**src/rtl/bus_capture_fifo.sv**
```systemverilog
// rtl/bus_capture_fifo.sv - arm-triggered tri-state bus burst sampler feeding a valid/ready FIFO
// Optional feature macro: BUS_PARITY_EN (per-entry even parity with par_err on the head)
module bus_capture_fifo #(
    parameter int DW        = 8,
    parameter int DEPTH     = 8,
    parameter int MAX_BURST = 4
) (
    input  logic                     clk,
    input  logic                     rst,
    input  logic [DW-1:0]            bus_data,
    input  logic                     bus_oe_n,
    input  logic                     bus_sel,
    input  logic                     arm,
    input  logic                     clr_ovf,
    output logic [DW-1:0]            out_data,
    output logic                     out_src,
    output logic                     out_valid,
    input  logic                     out_ready,
    output logic [$clog2(DEPTH):0]   count,
    output logic                     full,
    output logic                     overflow,
`ifdef BUS_PARITY_EN
    output logic                     par_err,
`endif
    output logic                     busy
);

    localparam int PW = $clog2(DEPTH);
    localparam int CW = PW + 1;

    typedef enum logic [1:0] {S_IDLE, S_ARMED, S_CAPT} state_t;

    state_t          r_state, w_next;
    logic [7:0]      r_burst;
    logic [PW-1:0]   r_wr_ptr, r_rd_ptr;
    logic [CW-1:0]   r_count;
    logic            r_overflow;
    logic [DW:0]     r_mem [DEPTH];

    logic            w_sample, w_last, w_full, w_pop, w_push;
    logic [DW:0]     w_head;

    assign w_sample = ((r_state == S_ARMED) || (r_state == S_CAPT)) && !bus_oe_n
                      && (r_burst < 8'(MAX_BURST));
    assign w_last   = w_sample && ((r_burst + 8'd1) == 8'(MAX_BURST));
    assign w_full   = (r_count == CW'(DEPTH));
    assign w_pop    = (r_count != '0) && out_ready;
    // A full FIFO still accepts a sample when the head leaves in the same cycle.
    assign w_push   = w_sample && (!w_full || w_pop);

    always_comb begin
        w_next = r_state;
        case (r_state)
            S_IDLE:  if (arm) w_next = S_ARMED;
            S_ARMED: if (!bus_oe_n) w_next = w_last ? S_IDLE : S_CAPT;
            S_CAPT:  if (!w_sample || w_last) w_next = S_IDLE;
            default: w_next = S_IDLE;
        endcase
    end

    always_ff @(posedge clk) begin
        if (rst) begin
            r_state    <= S_IDLE;
            r_burst    <= '0;
            r_wr_ptr   <= '0;
            r_rd_ptr   <= '0;
            r_count    <= '0;
            r_overflow <= 1'b0;
        end else begin
            r_state <= w_next;
            if ((r_state == S_IDLE) && arm)
                r_burst <= '0;
            else if (w_sample)
                r_burst <= r_burst + 8'd1;
            if (w_push)
                r_wr_ptr <= r_wr_ptr + PW'(1);
            if (w_pop)
                r_rd_ptr <= r_rd_ptr + PW'(1);
            case ({w_push, w_pop})
                2'b10:   r_count <= r_count + CW'(1);
                2'b01:   r_count <= r_count - CW'(1);
                default: r_count <= r_count;
            endcase
            if (w_sample && w_full && !w_pop)
                r_overflow <= 1'b1;
            else if (clr_ovf)
                r_overflow <= 1'b0;
        end
    end

    // Storage needs no reset: every read is gated by a non-zero count.
    always_ff @(posedge clk) begin
        if (w_push)
            r_mem[r_wr_ptr] <= {bus_sel, bus_data};
    end

    assign w_head    = r_mem[r_rd_ptr];
    assign out_valid = (r_count != '0);
    assign out_data  = out_valid ? w_head[DW-1:0] : '0;
    assign out_src   = out_valid ? w_head[DW] : 1'b0;
    assign count     = r_count;
    assign full      = w_full;
    assign overflow  = r_overflow;
    assign busy      = (r_state != S_IDLE);

`ifdef BUS_PARITY_EN
    logic [DEPTH-1:0] r_par;

    always_ff @(posedge clk) begin
        if (w_push)
            r_par[r_wr_ptr] <= ^bus_data;
    end

    assign par_err = out_valid && (r_par[r_rd_ptr] != ^out_data);
`endif

endmodule

```
**config.mk**
```make
export PLATFORM = sky130hd
export DESIGN_NAME = bus_capture_fifo
export DESIGN_NICKNAME = d
export VERILOG_FILES = /design/src/rtl/bus_capture_fifo.sv
export SDC_FILE = /design/constraint.sdc
export NUM_CORES = 1
export LEC_CHECK = 0
export CAP_MARGIN = 20
export CORE_MARGIN = 3
export CORE_UTILIZATION = 50
export DETAILED_ROUTE_END_ITERATION = 8
export HOLD_SLACK_MARGIN = 0.12
export PLACE_DENSITY = 0.81
export SLEW_MARGIN = 25
export SYNTH_ARGS = -nofsm -noshare
export SYNTH_HDL_FRONTEND = slang
export SYNTH_SLANG_ARGS = --single-unit
```
**constraint.sdc**
```tcl
create_clock -name clk -period 2.75 [get_ports clk]
set_clock_uncertainty 0.05 [all_clocks]
set_input_delay 0.55 -clock clk [delete_from_list [all_inputs] [get_ports clk]]
set_output_delay 0.55 -clock clk [all_outputs]
set_load 0.005 [all_outputs]
```
# After elaboration in Yosys (flattened, before gate mapping)
# Memory sizes are Yosys's and may differ from the RTL's. A register that Yosys moved wholly into a read port is not among the register bits.
# Index checks and enable logic that the tools add are counted.
# classes
eq_ne	9
reduce_logical	22
n_addsub	5
mux	14
order_cmp	1
# op_table
op	count
8-bit by 1-bit adder with 8-bit output (second input constant)	1
8-bit by 3-bit equality test with 1-bit output (second input constant)	1
1-bit logical AND	8
8-bit by 3-bit < comparator with 1-bit output (second input constant)	1
2-bit two-way mux	4
8-bit two-way mux	1
4-bit case mux with 2 select lines	1
3-bit by 1-bit adder with 3-bit output (second input constant)	2
3-bit two-way mux	2
2-bit case mux with 3 select lines	1
2-bit nonzero test	3
1-bit two-way mux	5
4-bit by 1-bit adder with 4-bit output (second input constant)	1
2-bit by 1-bit equality test with 1-bit output (second input constant)	2
2-bit equality test (second input constant)	2
4-bit equality test (second input constant)	1
1-bit zero test	4
2-bit inequality test (second input constant)	2
4-bit nonzero test	1
4-bit by 1-bit subtractor with 4-bit output (second input constant)	1
1-bit logical OR	3
3-bit AND reduction	1
2-bit zero test	1
2-bit by 1-bit inequality test with 1-bit output (second input constant)	1
2-bit OR reduction	1
# word_totals
mem_bits_rw	72
ff_bits	21
in_bits	15
memories	1
word_cells	58
# memory_table
name	depth	word_bits	rd	rd_clocked_by_memory_dff	wr	line_no	text
r_mem	8	9	1	1	1	38	logic [DW:0] r_mem [DEPTH];

# Longest topological paths before layout
# depth
depth_word	8
ltp_mapped	9
mapped_depth_nobuf	9

# Least setup slack after synthesis
# OpenSTA, ideal clock, no wires.
# synth_path
path_type	register to register
start	register r_state[0]
end	memory r_mem[4][0] (netlist bit), enable pin
t_arrival_ns	2.173
stages_incl_launch_ff	8
setup_ns	0.387
synth_period_minus_slack_ns	2.610
setup_slack_ns	0.140
path_cell_list	dfxtp_1 inv_1 ha_1 nor4b_4 and2_1 buf_2 nand3b_1 nor3_1
# synth_between
elab_chain_len	7
word_cells_on_any_way	8
classes_between	eq/ne: 2; mux: 2; reduce/logical: 4
# synth_rtl
element	line_no	text
start: declaration	33	state_t r_state, w_next;
start signal: assignment	70	r_state <= w_next;
2-bit by 1-bit equality test with 1-bit output or 2-bit equality test (tied branches)	43	assign w_sample = ((r_state == S_ARMED) || (r_state == S_CAPT)) && !bus_oe_n
1-bit logical OR *	43	
1-bit logical AND *	43	
1-bit logical AND *	44	&& (r_burst < 8'(MAX_BURST));
1-bit logical AND *	49	assign w_push = w_sample && (!w_full || w_pop);
1-bit two-way mux *	93	if (w_push)
1-bit two-way mux (implied by the code) *	94	r_mem[r_wr_ptr] <= {bus_sel, bus_data};
end: declaration	38	
# Mark *: on every way between the ends. The rest lies on a longest branch, timed or not.

==> flow_summary.ini <==
[yosys]
yosysTopAreaCell = edfxtp_1
synth_nets = 275
yosysWarnings = 0
synth_commonest_cells = 72 x edfxtp_1, 30 x nor2_1, 24 x dfxtp_1
synth_most_common_cell = edfxtp_1
syn_area_um2 = 4019
synthArstFlopShare = 0
synth_edf_count = 72
synth_cell_types = 47
synth.top_cell.area_share = 0.5380
synthTopCellsByArea = edfxtp_1 54%, dfxtp_1 12%, mux4_2 10%
synth-seq-cells = 96
synth_ff_type = edfxtp_1
ys_seq_area_frac = 0.6575
syn_inst = 251
avgSynthCellArea_um2 = 16.01

[critical_path]
crit_path_max_incr_delay_ns = 0.51
path_max_fanout = 9
cp_slowest_cell = mux4_2
path_class = flip-flop to output pin
critical_path_arrival_ns = 2.05
cp-start-kind = flip-flop
ff2ff_path_depth = 9
worst_setup_path_end_kind = output pin
worstPathCellList = buf_16, mux4_2, mux2i_1, nor2_1, clkdlybuf4s50_1
crit_required_ns = 2.15

[layout]
nets = 334
drive_above_1_share = 0.2381
final_util = 0.6250
fillers = 561
diodes = 0
final_cell_area_um2 = 4855
area_delta_synth_final_pct = 20.80

[placed_design]
port-buffer-count = 31
place_area_um2 = 4557
globalplace.congestion = 0.7457
hpwl_um = 4733

[clock_network]
htreeDepth = 3
cts_buffers = 9
clkSinkCount = 96
clk_pin_slew_ns = 0.11
cts-root-buf = clkbuf_8
clk_path_buf_depth = 2
clk_latency_ns = 0.37
cts_tree = done
holdBufCountCts = 0

[routing]
drt-initial-drc-count = 74
via_count = 2234
wl_per_cell_um = 17.13
route.detailed.drc = 0
wirelength_um = 7143
via_per_inst = 5.357
drtAntennaViolNets = 0
first_pass_iters = 4

[die]
rows = 32
ios = 32
die_area_um2 = 9150
initial_core_util = 0.5174
core_area_um2 = 7767
fp.dieH_um = 95.66
die_w_um = 95.66

[sta]
max_freq_ghz = 0.3768
fin_crit_ns = 2.654
rsz0062_at_grt = false
fin_crit_sh = 0.9649
worst_pin_slew_ns = 0.5177
relSlewSlack = 0.6511
setup_viol = 0
setup_tns_ns = 0
drv_slew = 0
hold_viol = 0
holdWs_ns = 0.4642

[grt]
grt_max_degree = 21
grtUsageTotal = 0.1712
grt_pass1_vias = 2266
grt_antenna_before_repair = 0
grt_pass1_wl_um = 11430
grt-ovfl-total = 0

[run]
cap_violations = 0

[power]
p_leak_nw = 1.744
ir_worst_vdd_mv = 0.3104
finalPower_mw = 3.802
power_density_nw_per_um2 = 783.1

[status]
status = finished clean

[min_path]
hold_path.class = flip-flop to flip-flop
worstHoldPathCells = 1
sequential cells by signal (all words and copies together), names as in the netlist, named ones only:
name and flops:
count 4, overflow 1, r_burst 8, r_mem 72, r_rd_ptr 3, r_state 2, r_wr_ptr 3
worst paths after layout:
path	from	end	slack, ns
worst max-delay path	flip-flop	out_data[1]	0.1
worst min-delay path	r_burst[6]$_SDFFE_PP0P_	r_burst[6]$_SDFFE_PP0P_	0.46
worst max register to register	r_state[1]$_SDFFE_PP0P_	count[2]$_SDFFE_PP0P_	0.35
worst min register to register	r_burst[6]$_SDFFE_PP0P_	r_burst[6]$_SDFFE_PP0P_	0.46
logic make-up after synthesis:
group,count (synthesis),share of synthesized area
AO/OA/AOI/OAI,22,0.04265
buffers and inverters,16,0.01992
XOR/XNOR,6,0.01308
AND/OR/NAND/NOR,70,0.1027
flip-flops,96,0.6575
adder cells (fa/ha/maj),9,0.02802
multiplexers,32,0.1361
layout make-up:
type                       count  area [µm²]  share of cell area
clock buffer                   9       123.9             0.02552
clock inverter                 7       81.33             0.01675
inverter                       5       18.77            0.003866
multi-input combinational    139        1303              0.2683
sequential                    96        2646              0.5451
tap                          102       127.6             0.02629
timing repair buffer          59       554.3              0.1142
where the power goes:
group          internal, mW  total [mW]  switching, mW
logic                 0.702        1.17          0.468
registers              1.63        1.71         0.0884
clock network         0.364       0.919          0.554
total                  2.69        3.80           1.11
repair_timing:
action	CTS	global route
cloned	1	0
buffers inserted	0	8
endpoints found under the setup margin	3	4
endpoints found under the hold margin	0	0
pin swaps	0	0
resized for setup	6	2
worst max-delay path, delay by kind of cell (launching register included):
family                 cells  cell delay (ns)
multiplexers               2             0.65
buffers and inverters      2             0.59
flip-flops                 1             0.40
AND/OR/NAND/NOR            1             0.05
layer usage:
| metal | share of wire | global-route usage | up-vias |
|---|---|---|---|
| met4 | 0.016 | 0.07701 | 0 |
| met1 | 0.44 | 0.2228 | 1095 |
| li1 | - | - | 1082 |
| met5 | 0 | 0 | - |
| met2 | 0.51 | 0.2843 | 45 |
| met3 | 0.041 | 0.02605 | 12 |
layout by cell type (no fill, tap or decap), types with 2 or more instances in the layout:
master	count
a21o_1	2
a21oi_1	8
and2_1	6
buf_4	26
clkbuf_8	9
clkdlybuf4s50_1	26
clkinv_8	2
dfxtp_1	23
dlygate4sd2_1	3
dlymetal6s2s_1	2
edfxtp_1	72
ha_1	9
inv_1	4
inv_6	2
inv_8	2
mux2i_1	13
mux4_2	18
nand2_1	4
nand2b_1	7
nand3_1	3
nor2_1	30
nor2b_1	2
nor3_1	5
nor4_2	2
o21ai_0	2
o31ai_1	2
xnor2_1	2
xor2_1	4
stage by stage:
stage / instances / worst slack [ns]
final: 417 / 0.09641
after global routing: 417 / 0.008225
after CTS: 409 / 0.03089
after detailed placement: 392 / 0.1955
after global placement: 392 / 0.2725
after floorplan: 251 / 0.1404
Power figures use the tool's default switching activity.
